[src/rtl/stopwatch_core_if.sv]
// Command/status bundle for stopwatch_core: single-cycle command pulses in,
// packed BCD count, lap value and status flags out.
interface stopwatch_core_if #(
    parameter int NUM_DIGITS = 4
);
    logic                    start;
    logic                    pause;
    logic                    clear;
    logic                    lap;
    logic                    count_down;
    logic [4*NUM_DIGITS-1:0] preset;
    logic [4*NUM_DIGITS-1:0] bcd_num;
    logic [4*NUM_DIGITS-1:0] lap_num;
    logic                    running;
    logic                    done;
    logic                    overflow;
    logic [1:0]              state;

    modport master (
        output start, pause, clear, lap, count_down, preset,
        input  bcd_num, lap_num, running, done, overflow, state
    );

    modport slave (
        input  start, pause, clear, lap, count_down, preset,
        output bcd_num, lap_num, running, done, overflow, state
    );
endinterface

[src/rtl/stopwatch_core.sv]
// Stopwatch/timer datapath: tick divider, control FSM and NUM_DIGITS BCD counter.
// Optional lap register enabled by defining LAP_CAPTURE_EN.
module stopwatch_core #(
    parameter int TICK_DIV   = 100000,
    parameter int NUM_DIGITS = 4
) (
    input  logic              clk,
    input  logic              n_rst,
    stopwatch_core_if.slave   bus
);
    localparam int DIV_W = $clog2(TICK_DIV);
    localparam int W     = 4 * NUM_DIGITS;
    localparam logic [DIV_W-1:0] DIV_LAST = DIV_W'(TICK_DIV - 1);

    typedef enum logic [1:0] {
        IDLE   = 2'b00,
        RUN    = 2'b01,
        PAUSED = 2'b10,
        DONE   = 2'b11
    } state_t;

    state_t           state_q, state_d;
    logic [DIV_W-1:0] div_q, div_d;
    logic [W-1:0]     count_q, count_d, up_val, down_val;
    logic             done_q, done_d, ovf_q, ovf_d, mode_q, mode_d;
    logic             step, up_wrap, carry, borrow;
    logic [3:0]       dig;

    assign step = (state_q == RUN) && (div_q == DIV_LAST);

    // Full ripple of both directions in one cycle; out-of-range digits act as 9.
    always_comb begin
        up_val   = count_q;
        down_val = count_q;
        carry    = 1'b1;
        borrow   = 1'b1;
        dig      = '0;
        for (int unsigned i = 0; i < NUM_DIGITS; i++) begin
            dig = count_q[4*i +: 4];
            if (carry) begin
                if (dig >= 4'd9) begin
                    up_val[4*i +: 4] = '0;
                end else begin
                    up_val[4*i +: 4] = dig + 4'd1;
                    carry = 1'b0;
                end
            end
            if (borrow) begin
                if (dig == 4'd0) begin
                    down_val[4*i +: 4] = 4'd9;
                end else begin
                    down_val[4*i +: 4] = (dig > 4'd9) ? 4'd8 : dig - 4'd1;
                    borrow = 1'b0;
                end
            end
        end
        up_wrap = carry;
    end

    always_comb begin
        state_d = state_q;
        div_d   = div_q;
        count_d = count_q;
        done_d  = 1'b0;
        ovf_d   = ovf_q;
        mode_d  = mode_q;
        if (bus.clear) begin
            state_d = IDLE;
            div_d   = '0;
            count_d = '0;
            ovf_d   = 1'b0;
        end else begin
            case (state_q)
                IDLE: if (bus.start) begin
                    mode_d = bus.count_down;
                    div_d  = '0;
                    if (bus.count_down) begin
                        count_d = bus.preset;
                        if (bus.preset == '0) begin
                            state_d = DONE;
                            done_d  = 1'b1;
                        end else begin
                            state_d = RUN;
                        end
                    end else begin
                        count_d = '0;
                        state_d = RUN;
                    end
                end
                RUN: if (bus.pause) begin
                    state_d = PAUSED;
                end else if (step) begin
                    div_d = '0;
                    if (mode_q) begin
                        count_d = down_val;
                        if (down_val == '0) begin
                            state_d = DONE;
                            done_d  = 1'b1;
                        end
                    end else begin
                        count_d = up_val;
                        if (up_wrap) ovf_d = 1'b1;
                    end
                end else begin
                    div_d = div_q + DIV_W'(1);
                end
                PAUSED: if (bus.start) state_d = RUN;
                default: ;
            endcase
        end
    end

    always_ff @(posedge clk or negedge n_rst) begin
        if (!n_rst) begin
            state_q <= IDLE;
            div_q   <= '0;
            count_q <= '0;
            done_q  <= 1'b0;
            ovf_q   <= 1'b0;
            mode_q  <= 1'b0;
        end else begin
            state_q <= state_d;
            div_q   <= div_d;
            count_q <= count_d;
            done_q  <= done_d;
            ovf_q   <= ovf_d;
            mode_q  <= mode_d;
        end
    end

`ifdef LAP_CAPTURE_EN
    logic [W-1:0] lap_q;
    logic         lap_take;

    // Captures count_q, i.e. the pre-step value when a step lands in the same cycle.
    assign lap_take = bus.lap && !bus.clear &&
                      ((state_q == RUN && !bus.pause) || (state_q == PAUSED && !bus.start));

    always_ff @(posedge clk or negedge n_rst) begin
        if (!n_rst)        lap_q <= '0;
        else if (lap_take) lap_q <= count_q;
    end

    assign bus.lap_num = lap_q;
`else
    assign bus.lap_num = '0;
`endif

    assign bus.bcd_num  = count_q;
    assign bus.running  = (state_q == RUN);
    assign bus.done     = done_q;
    assign bus.overflow = ovf_q;
    assign bus.state    = state_q;
endmodule

[src/flat_wrapper.sv]
// flat-port wrapper written by rule: the top's interface ports become plain ports
module stopwatch_core_flat 
#(
    parameter int TICK_DIV   = 100000,
    parameter int NUM_DIGITS = 4
)
  (clk, n_rst, bus_start, bus_pause, bus_clear, bus_lap, bus_count_down, bus_preset, bus_bcd_num, bus_lap_num, bus_running, bus_done, bus_overflow, bus_state);
  stopwatch_core_if #(.NUM_DIGITS(NUM_DIGITS)) bus_i ();
  input  logic clk;
  input  logic n_rst;
  input wire logic [$bits(bus_i.start)-1:0] bus_start;
  input wire logic [$bits(bus_i.pause)-1:0] bus_pause;
  input wire logic [$bits(bus_i.clear)-1:0] bus_clear;
  input wire logic [$bits(bus_i.lap)-1:0] bus_lap;
  input wire logic [$bits(bus_i.count_down)-1:0] bus_count_down;
  input wire logic [$bits(bus_i.preset)-1:0] bus_preset;
  output wire logic [$bits(bus_i.bcd_num)-1:0] bus_bcd_num;
  output wire logic [$bits(bus_i.lap_num)-1:0] bus_lap_num;
  output wire logic [$bits(bus_i.running)-1:0] bus_running;
  output wire logic [$bits(bus_i.done)-1:0] bus_done;
  output wire logic [$bits(bus_i.overflow)-1:0] bus_overflow;
  output wire logic [$bits(bus_i.state)-1:0] bus_state;
  assign bus_i.start = bus_start;
  assign bus_i.pause = bus_pause;
  assign bus_i.clear = bus_clear;
  assign bus_i.lap = bus_lap;
  assign bus_i.count_down = bus_count_down;
  assign bus_i.preset = bus_preset;
  assign bus_bcd_num = bus_i.bcd_num;
  assign bus_lap_num = bus_i.lap_num;
  assign bus_running = bus_i.running;
  assign bus_done = bus_i.done;
  assign bus_overflow = bus_i.overflow;
  assign bus_state = bus_i.state;
  stopwatch_core #(.TICK_DIV(TICK_DIV), .NUM_DIGITS(NUM_DIGITS)) u_core (.clk(clk), .n_rst(n_rst), .bus(bus_i));
endmodule
[config.mk]
export PLATFORM = sky130hd
export DESIGN_NAME = stopwatch_core_flat
export DESIGN_NICKNAME = d
export VERILOG_FILES = /design/src/rtl/stopwatch_core_if.sv /design/src/rtl/stopwatch_core.sv /design/src/flat_wrapper.sv
export SDC_FILE = /design/constraint.sdc
export NUM_CORES = 1
export LEC_CHECK = 0
export ABC_AREA = 1
export BUFFER_PORTS_ARGS = -buffer_cell sky130_fd_sc_hd__buf_2
export CAP_MARGIN = 30
export CORE_ASPECT_RATIO = 1.1
export CORE_UTILIZATION = 52
export DETAILED_ROUTE_END_ITERATION = 8
export HOLD_SLACK_MARGIN = 0.15
export PLACE_DENSITY = 0.86
export SYNTH_ARGS = -nofsm -noshare
export SYNTH_HDL_FRONTEND = slang
export SYNTH_SLANG_ARGS = --single-unit
[constraint.sdc]
create_clock -name clk -period 1.7 [get_ports clk]
set_input_delay 0.17 -clock clk [delete_from_list [all_inputs] [get_ports clk]]
set_output_delay 0.17 -clock clk [all_outputs]
set_load 0.02 [all_outputs]
* After elaboration in Yosys (flattened, before gate mapping) *
Cells that the tools add are included.

storage, ports and cells
  output and inout port bits = 37
  register bits after elaboration = 38
  logic and storage cells = 130

operators by class
  bitwise gates (word level) = 1
  $lt $le $gt $ge = 8
  equal/unequal tests = 15
  add/subtract/negate cells = 9
  reductions and logical operators = 21
  muxes and demuxes = 67

operators by type and width
  cell                                                                 count
  16-bit 2-to-1 mux                                                    6
  4-bit 2-to-1 mux                                                     18
  17-bit 2-to-1 mux                                                    4
  17-bit case mux with 2 select lines                                  1
  16-bit logical NOT                                                   2
  16-bit case mux with 2 select lines                                  1
  1-bit 2-to-1 mux                                                     26
  5-bit AND reduction                                                  4
  2-bit 2-to-1 mux                                                     9
  17-bit by 1-bit adder with 17-bit output (second input constant)     1
  17-bit == test (second input constant)                               1
  4-bit by 1-bit adder with 4-bit output (second input constant)       4
  4-bit greater-or-equal comparator (second input constant)            4
  4-bit greater-than comparator (second input constant)                4
  4-bit logical NOT                                                    4
  4-bit by 1-bit subtractor with 4-bit output (second input constant)  4
  4-bit by 2-bit != test with 1-bit output (second input constant)     3
  4-bit by 3-bit != test with 1-bit output (second input constant)     3
  3-bit != test (second input constant)                                3
  2-bit case mux with 3 select lines                                   1
  3-bit AND reduction                                                  2
  6-bit AND reduction                                                  1
  2-bit nonzero test                                                   3
  4-bit AND reduction                                                  1
  11 further kinds                                                     11

* Logic depth before layout (Yosys ltp) *
Gate-level depths: netlist (run 1).

  depth after elaboration = 12
  depth in mapped cells = 16
  depth with buffers taken out = 16

* Worst setup path after synthesis (run 1) *
OpenSTA, ideal clock, no wires.

  kind = register to register
  start = reg u_core.state_q[1], in the netlist u_core.bus.state[1]
  end = reg u_core.count_q[11], in the netlist u_core.bus.bcd_num[11]
  period minus slack after synthesis = 2.111 ns
  data required time = 1.577 ns
  data arrival time = 1.988 ns
  setup slack = -0.411 ns
  stages on the path, launching flop included = 15
  path through = dfrtp_1 > inv_1 > ha_1 > inv_2 > nor2_4 > nand2_1 > nand3_4 > inv_2 > nand2_4 > inv_4 > nand2_4 > or2_1 > nor2_1 > o21ai_1 > o21ai_1

between the ends
  word-level cells in the longest chain between the ends = 4
  elaborated cells between the ends (all ways) = 11
  those cells by class = eq/ne: 5; mux: 2; reduce/logical: 4

RTL lines
  what                                                       line                   source
  start: declaration                                         stopwatch_core.sv:22   state_t state_q, state_d;
  start signal: assignment                                   stopwatch_core.sv:122  state_q <= state_d;
  2-bit by 1-bit == test with 1-bit output (*)               n/a
  net bus_running                                            flat_wrapper.sv:19     output wire logic [$bits(bus_i.running)-1:0] bus_running;
  1-bit logical AND                                          stopwatch_core.sv:29   assign step = (state_q == RUN) && (div_q == DIV_LAST);
  3-bit by 2-bit != test with 1-bit output (no source line)  n/a
  5-bit AND reduction (no source line)                       n/a
  end signal: assignment                                     stopwatch_core.sv:124  count_q <= count_d;
  end: declaration                                           stopwatch_core.sv:24   logic [W-1:0] count_q, count_d, up_val, down_val;

The timed path passes the listed nets; every way through them passes the cells marked *.
A chain may end at the register's enable or synchronous reset.

* Worst setup path after layout (run 1) *
  start = reg u_core.count_q[1], in the netlist u_core.bus.bcd_num[1]
  end = reg u_core.state_q[1], in the netlist u_core.bus.state[1]

between the ends
  word-level cells in the longest chain between the ends = 8
  elaborated cells between the ends (all ways) = 14
  those cells by class = add/sub: 1; order compare: 1; eq/ne: 1; mux: 8; reduce/logical: 3

RTL lines
  what                                                                                                 line                  source
  parallel branches: the longest is 5 deep, another holds 4-bit by 1-bit subtractor with 4-bit output  n/a
  16-bit logical NOT (*)                                                                               stopwatch_core.sv:96  if (down_val == '0) begin
  4-bit by 3-bit != test with 1-bit output (no source line) (*)                                        n/a
  6-bit AND reduction (no source line) (*)                                                             n/a

Mark *: on every way between the ends.

==> summary.txt, run 1 <==
PD cells = 1543 mW/mm^2
Power Total = 7774 uW
First-pass DRT Iterations = 6
Net count, final = 676
Post-Syn Area = 0.003357 mm^2
Seq cells post-synth = 38
leakage power = 0.002440 uW
worst-margin pin slew = 0.8491 ns
Reg-to-Reg End = u_core.bus.state[1]
die area = 0.006782 mm^2
final instance area = 0.005039 mm^2
fin crit share = 118.0%
GP Congestion = 0.9817
Setup crit start kind = flop
clk root buf = clkbuf_8
DP Wirelength = 7819 um
Clock Sinks = 38
RSZ-0062 raised after global routing = true
post-route ant nets = 0
mux share of post-synthesis cell area = 0.2982%
ys async rst share = 100.0%
Synth Area in Adders = 7.082%
CTS buffer count = 5
Hold WC Path Type = primary input to flop
via count = 4170
Avg Vias per Cell = 5.832
Detailed Route Iter0 Violations = 445
maxcap violations = 0
leading post-synthesis cells by cell area = dfrtp_1 (28%), nand2_1 (11%), ha_1 (7.1%)
Worst-path clk slew = 0.08 ns
cell with the most instances after synthesis = nand2_1
Antenna Cells = 0
Final Hold Viols = 0
Worst Hold End = u_core.mode_q
reg-to-reg startpoint = u_core.bus.bcd_num[1]
clock share of power = 9.0%
CP cell instances = inv_4, ha_4, nand2_4, nor2_4, nand2_2, nand2_2, nand3_2, nor2_1, nand3_1, nor2_2, nand3_2, nand2_2, nand2_1, nand2_1
first-pass GRT wire length = 17240 um
H-Tree Depth = 2
Post-synth EDFFs = 0
max_slew headroom = 43.40%
vias in the first global route = 3853
largest family of logic cells by synthesized area = simple AND/OR/NAND/NOR gates
Worst EP required = 1.93 ns
initial antenna violation count = 0
Cells after Synth = 478
per-cell routed wire length = 16.41 um
crit path time final = 2.005 ns
WP data arrival = 2.24 ns
CP Max Fanout = 7
switching share of power = 50.22%
Pins Over Slew Limit = 0
Hold WS = 0.2014 ns
compound-gate portion of the synthesized area = 16.70%
final core utilization = 81.35%
Max Freq = 498.7 MHz
slowest stage delay, CP = 0.43 ns
chip height = 86.27 um
Rows = 30
top cells by count, synth = nand2_1 (97), inv_1 (52), nand3_1 (40)
status = complete, but fails checks
Area Overhead vs Synth = 50.09%
Post-Route Skew = 0.01168 ns
synth unique cells = 47
cell taking the most area after synthesis = dfrtp_1
Logic pwr share = 74.8%
DP Worst Slack = -0.2174 ns
Skew-Pair Late Insertion Delay = 0.31 ns
Ys Warns = 0
layout cell share with drive strength beyond 1 = 45.67%
Initial Util = 54.20%
R2R cell count = 14
post-synthesis sequential area ratio = 28.33%
CTS Buffer Depth = 2
Hold Path Cell Cnt = 3
source of the worst hold timing path = bus_start
setup violators final = 19
Setup Crit Path Kind = flop to flop
I/O Buffers = 42
syn avg cell area = 7.023 um^2
final setup margin = -0.3054 ns
top cell type's share of synthesized area = 28.33%
Routed Wire Length = 11730 um
placed inst area = 0.004412 mm^2
Die W = 78.61 um
# IOs = 60
CTS tree = built
critical path's most frequent cell = nand2_2
post-synthesis simple-gate area fraction = 33.43%
Post-synth top flop = dfrtp_1
failing checks = negative setup slack
switching pwr = 3904 uW
Post-Synth XOR/XNOR Area = 2.348%
Seq pwr share = 16.2%
maximum VDD drop = 0.9819 mV
slowest CP cell = dfrtp_2
grt ovf = 0
Fillers = 384
gr usage total = 32.16%
core area = 0.006193 mm^2
largest net degree at the start of global routing = 34
internal power = 3870 uW
Crit. End Element = flop
DRC Markers = 0
r2r setup slk = -0.31 ns
[worst max-delay path: cells and delay by family, from the launching register on]
kind | cells | cell delay (ns)
buf+inv | 1 | 0.09
simple gates | 12 | 1.25
flops | 1 | 0.43
fa+ha+maj | 1 | 0.17
[cell families (layout without fill, tap and decap cells)]
logic type               count (synthesis)  after routing
adder cells (fa/ha/maj)                 19             19
flip-flops                              38             38
AND/OR/NAND/NOR                        230            230
multiplexers                             1              1
XOR/XNOR                                 9              9
other                                    1             16
AO/OA/AOI/OAI                           96             96
buffers and inverters                   84            226
[worst max-delay path by stage]
stage | slack [ns] | to | depth (start not counted) | start
final | -0.31 | u_core.bus.state[1] | 14 | u_core.bus.bcd_num[1]
after global routing | -0.40 | u_core.bus.state[1] | 14 | u_core.bus.bcd_num[1]
after CTS | -0.19 | u_core.bus.state[1] | 14 | u_core.bus.bcd_num[1]
after detailed placement | -0.22 | u_core.bus.state[0] | 13 | u_core.bus.bcd_num[1]
after global placement | -0.17 | u_core.bus.state[0] | 13 | u_core.bus.bcd_num[1]
after floorplan | -0.13 | u_core.bus.state[0] | 13 | u_core.bus.bcd_num[0]
[cell type report]
type,count,area [um^2],share of cell area (%)
well taps,80,100.1,1.987
repair buffers,157,1131,22.45
inverters,61,252.7,5.016
clock buffers,6,82.58,1.639
multi-input cells,371,2499,49.59
clock inverters,2,12.51,0.2483
flip-flops and latches,38,960.9,19.07
[timing repair]
action                                 CTS  global route
pin swaps                               25            42
setup endpoints to repair               27            32
hold buffers                             1             0
buffers inserted                         9            12
endpoints found under the hold margin   31             0
resized for setup                       44            60
[power groups by stage]
stage	Sequential (uW)	Clock (uW)	Combinational, uW
2_1_floorplan	1480	0	2690
3_3_place_gp	1260	0	4640
3_5_place_dp	1260	0	4720
4_1_cts	1260	687	5100
5_1_grt	1280	731	6220
6_report	1260	697	5820
[stage by stage]
stage / TNS, ns / std cells
after detailed placement: -2.453 / 688
after global placement: -1.874 / 688
after CTS: -1.368 / 706
after floorplan: -0.8231 / 493
after global routing: -4.099 / 715
final: -2.373 / 715
[registers in the layout, indices dropped and copies added (netlist names)]
name	flops
u_core.bus.bcd_num	16
u_core.bus.done	1
u_core.bus.overflow	1
u_core.bus.state	2
u_core.div_q	17
u_core.mode_q	1
[cells in the final DEF (no fill, tap or decap), drive strengths merged, types with 5 or more instances in the layout]
cell type / count
o22ai: 12
nand3: 45
nor3: 14
dfrtp: 38
nand2: 107
nand4: 12
xor2: 6
ha: 19
inv: 60
nor2: 46
a31oi: 5
clkbuf: 6
o21ai: 43
conb: 16
a21oi: 23
buf: 156
[routing by layer]
metal	vias to the layer above	routed length (um)	part of all wire, %	global-route usage (%)
met5	-	0	0	0
met3	65	1013	8.6	6.316
met2	259	5899	50	56.28
met4	0	502	4.3	14.98
li1	1892	-	-	-
met1	1954	4316	37	37.72
No activity file was read; power rests on OpenSTA's default activity.
==> run 2, diff against run 1 <==
- CORE_UTILIZATION: 52 -> 50
- PLACE_DENSITY: 0.86 -> 0.84
==> run 2 against run 1 <==
The run still ends with negative setup slack left; hold slack better by 0.015 ns; first-iteration DRC count up 33%; via count up 11%; final cell count up 0.70%; sequential cell count unchanged; sequential share of layout area down 0.35 points; utilization down 0.45 points; largest cell class unchanged; highest routed layer unchanged.
==> summary.txt, run 2 (synthesized netlist as in run 1, its figures left out) <==
Clock Sinks = 38 (unchanged)
Avg Vias per Cell = 6.439 (was 5.832)
worst-margin pin slew = 0.5694 ns (was 0.8491 ns)
met2 capacity usage during global routing = 57.50% (was 56.28%)
met3 global-route usage = 6.563% (was 6.316%)
final setup margin = -0.5591 ns (was -0.3054 ns)
final core utilization = 80.91% (was 81.35%)
chip height = 87.94 um (was 86.27 um)
CTS tree = built (unchanged)
Seq pwr share = 15.5% (was 16.2%)
Worst EP required = 1.94 ns (was 1.93 ns)
leakage power = 0.002505 uW (was 0.002440 uW)
non-filler cells, final = 720 (was 715)
Pins Over Slew Limit = 0 (unchanged)
DP Wirelength = 7793 um (was 7819 um)
H-Tree Depth = 2 (unchanged)
crit path from = u_core.bus.bcd_num[8] (was u_core.bus.bcd_num[1])
core area = 0.006344 mm^2 (was 0.006193 mm^2)
Reg-to-Reg End = u_core.bus.state[1] (unchanged)
largest net degree at the start of global routing = 39 (was 34)
maxcap violations = 0 (unchanged)
Rows = 30 (unchanged)
clock share of power = 8.5% (was 9.0%)
most frequent cells in the layout = buf_4 (100), nand2_1 (77), buf_2 (42) (was buf_4 (104), nand2_1 (82), inv_1 (42), buf_2 (42), nand3_1 (31))
most common cell after layout, fill and taps aside = buf_4 (unchanged)
source of the worst hold timing path = bus_start (unchanged)
via count = 4636 (was 4170)
WP data arrival = 2.50 ns (was 2.24 ns)
Hold WC Path Type = primary input to flop (unchanged)
status = complete, but fails checks (unchanged)
clk root buf = clkbuf_8 (unchanged)
I/O Buffers = 42 (unchanged)
Detailed Route Iter0 Violations = 591 (was 445)
CTS buffer count = 5 (unchanged)
die area = 0.007046 mm^2 (was 0.006782 mm^2)
Setup crit start kind = flop (unchanged)
first-pass GRT wire length = 18300 um (was 17240 um)
Worst-path clk slew = 0.09 ns (was 0.08 ns)
switching share of power = 52.31% (was 50.22%)
Setup Crit Path Kind = flop to flop (unchanged)
met1 Resource Use GR = 39.88% (was 37.72%)
DRC Markers = 0 (unchanged)
CTS Buffer Depth = 2 (unchanged)
per-cell routed wire length = 20.62 um (was 16.41 um)
layout cell share with drive strength beyond 1 = 47.03% (was 45.67%)
Die W = 80.13 um (was 78.61 um)
placed cells = 683 (was 688)
r2r setup slk = -0.56 ns (was -0.31 ns)
switching pwr = 4308 uW (was 3904 uW)
Antenna Cells = 0 (unchanged)
Max Freq = 442.7 MHz (was 498.7 MHz)
Net count, final = 681 (was 676)
Hold Path Cell Cnt = 3 (unchanged)
Area Overhead vs Synth = 52.89% (was 50.09%)
Final Hold Viols = 0 (unchanged)
First-pass DRT Iterations = 8 (was 6)
Crit. End Element = flop (unchanged)
max_slew headroom = 61.64% (was 43.40%)
# IOs = 60 (unchanged)
internal power = 3928 uW (was 3870 uW)
Post-Route Skew = 0.01036 ns (was 0.01168 ns)
initial antenna violation count = 0 (unchanged)
PD cells = 1605 mW/mm^2 (was 1543 mW/mm^2)
fin crit share = 132.9% (was 118.0%)
crit path time final = 2.259 ns (was 2.005 ns)
Hold WS = 0.2168 ns (was 0.2014 ns)
reg-to-reg startpoint = u_core.bus.bcd_num[8] (was u_core.bus.bcd_num[1])
Logic pwr share = 76.0% (was 74.8%)
vias in the first global route = 4042 (was 3853)
DP Worst Slack = -0.2364 ns (was -0.2174 ns)
maximum VDD drop = 0.8322 mV (was 0.9819 mV)
Biggest register = u_core.div_q (unchanged)
Fillers = 344 (was 384)
Worst Hold End = u_core.bus.done (was u_core.mode_q)
busiest grt layer = met2 (unchanged)
setup violators final = 37 (was 19)
post-route ant nets = 0 (unchanged)
CP Max Fanout = 5 (was 7)
Initial Util = 52.92% (was 54.20%)
RSZ-0062 raised after global routing = true (unchanged)
failing checks = negative setup slack (unchanged)
Routed Wire Length = 14850 um (was 11730 um)
gr usage total = 33.83% (was 32.16%)
grt ovf = 0 (unchanged)
R2R cell count = 14 (unchanged)
Skew-Pair Late Insertion Delay = 0.30 ns (was 0.31 ns)
max reg flops = 17 (unchanged)
GP Congestion = 1.034 (was 0.9817)
## run 2: cell count changes in the layout (fill, tap and decap cells not counted), sizes merged
cell  change
buf       +5
## run 2: area by class of cell
class	count	area, um^2	area share (%)
Timing Repair Buffer	162	1201	23.40
Clock buffer	6	82.58	1.609
Inverter	61	255.2	4.973
Tap cell	80	100.1	1.950
Sequential cell	38	960.9	18.72
Multi-Input combinational cell	371	2520	49.10
Clock inverter	2	12.51	0.2438
## run 2: metal layers
| layer | share of wire, % | routed length (um) | vias to the layer above |
|---|---|---|---|
| met5 | 0 | 0 | - |
| met4 | 9.7 | 1433 | 0 |
| met3 | 14 | 2023 | 175 |
| met2 | 44 | 6578 | 504 |
| met1 | 32 | 4810 | 2060 |
| li1 | - | - | 1897 |
## run 2: worst max-delay path by stage
stage                                     end  slack (ns)  cells after the start
final                     u_core.bus.state[1]       -0.56                     14
after global routing      u_core.bus.state[1]       -0.68                     14
after global placement    u_core.bus.state[1]       -0.14                     13
after detailed placement  u_core.bus.state[0]       -0.24                     13
after floorplan           u_core.bus.state[0]       -0.13                     13
after CTS                 u_core.bus.state[1]       -0.19                     14
## run 2: repair_timing
action | CTS | global route
setup endpoints to repair | 23 | 37
hold endpoints to repair | 38 | 0
hold buffers | 1 | 0
pin swaps | 25 | 46
gates cloned | 0 | 0
gates resized for setup | 38 | 85
setup buffers | 12 | 21
## run 2: worst max-delay path: stages, from the launching register on
cell     delay [ns]
dfrtp_2        0.37
inv_1          0.07
ha_1           0.20
nand3_1        0.16
inv_2          0.07
nand2_4        0.12
buf_4          0.16
nand2_1        0.19
nand2_2        0.18
nand3_2        0.09
nor2_4         0.14
nand3_2        0.14
nand2_2        0.11
nand2_1        0.11
nand2_1        0.09
## run 2: through the flow
stage               instance area (um^2)  TNS, ns  total power (uW)
floorplan                           3527  -0.8231              4179
global placement                    4362  -0.9425              5727
detailed placement                  4362   -1.708              5891
CTS                                 4701   -1.562              6982
global route                        5132   -8.837              8629
finish                              5132   -6.637              8235
## run 2: power by group through the flow
| stage | Combinational, uW | Clock, uW | Sequential, uW |
|---|---|---|---|
| after floorplan | 2690 | 0 | 1480 |
| after global placement | 4480 | 0 | 1250 |
| after detailed placement | 4640 | 0 | 1250 |
| after CTS | 5040 | 694 | 1250 |
| after global routing | 6580 | 756 | 1290 |
| final | 6260 | 701 | 1280 |
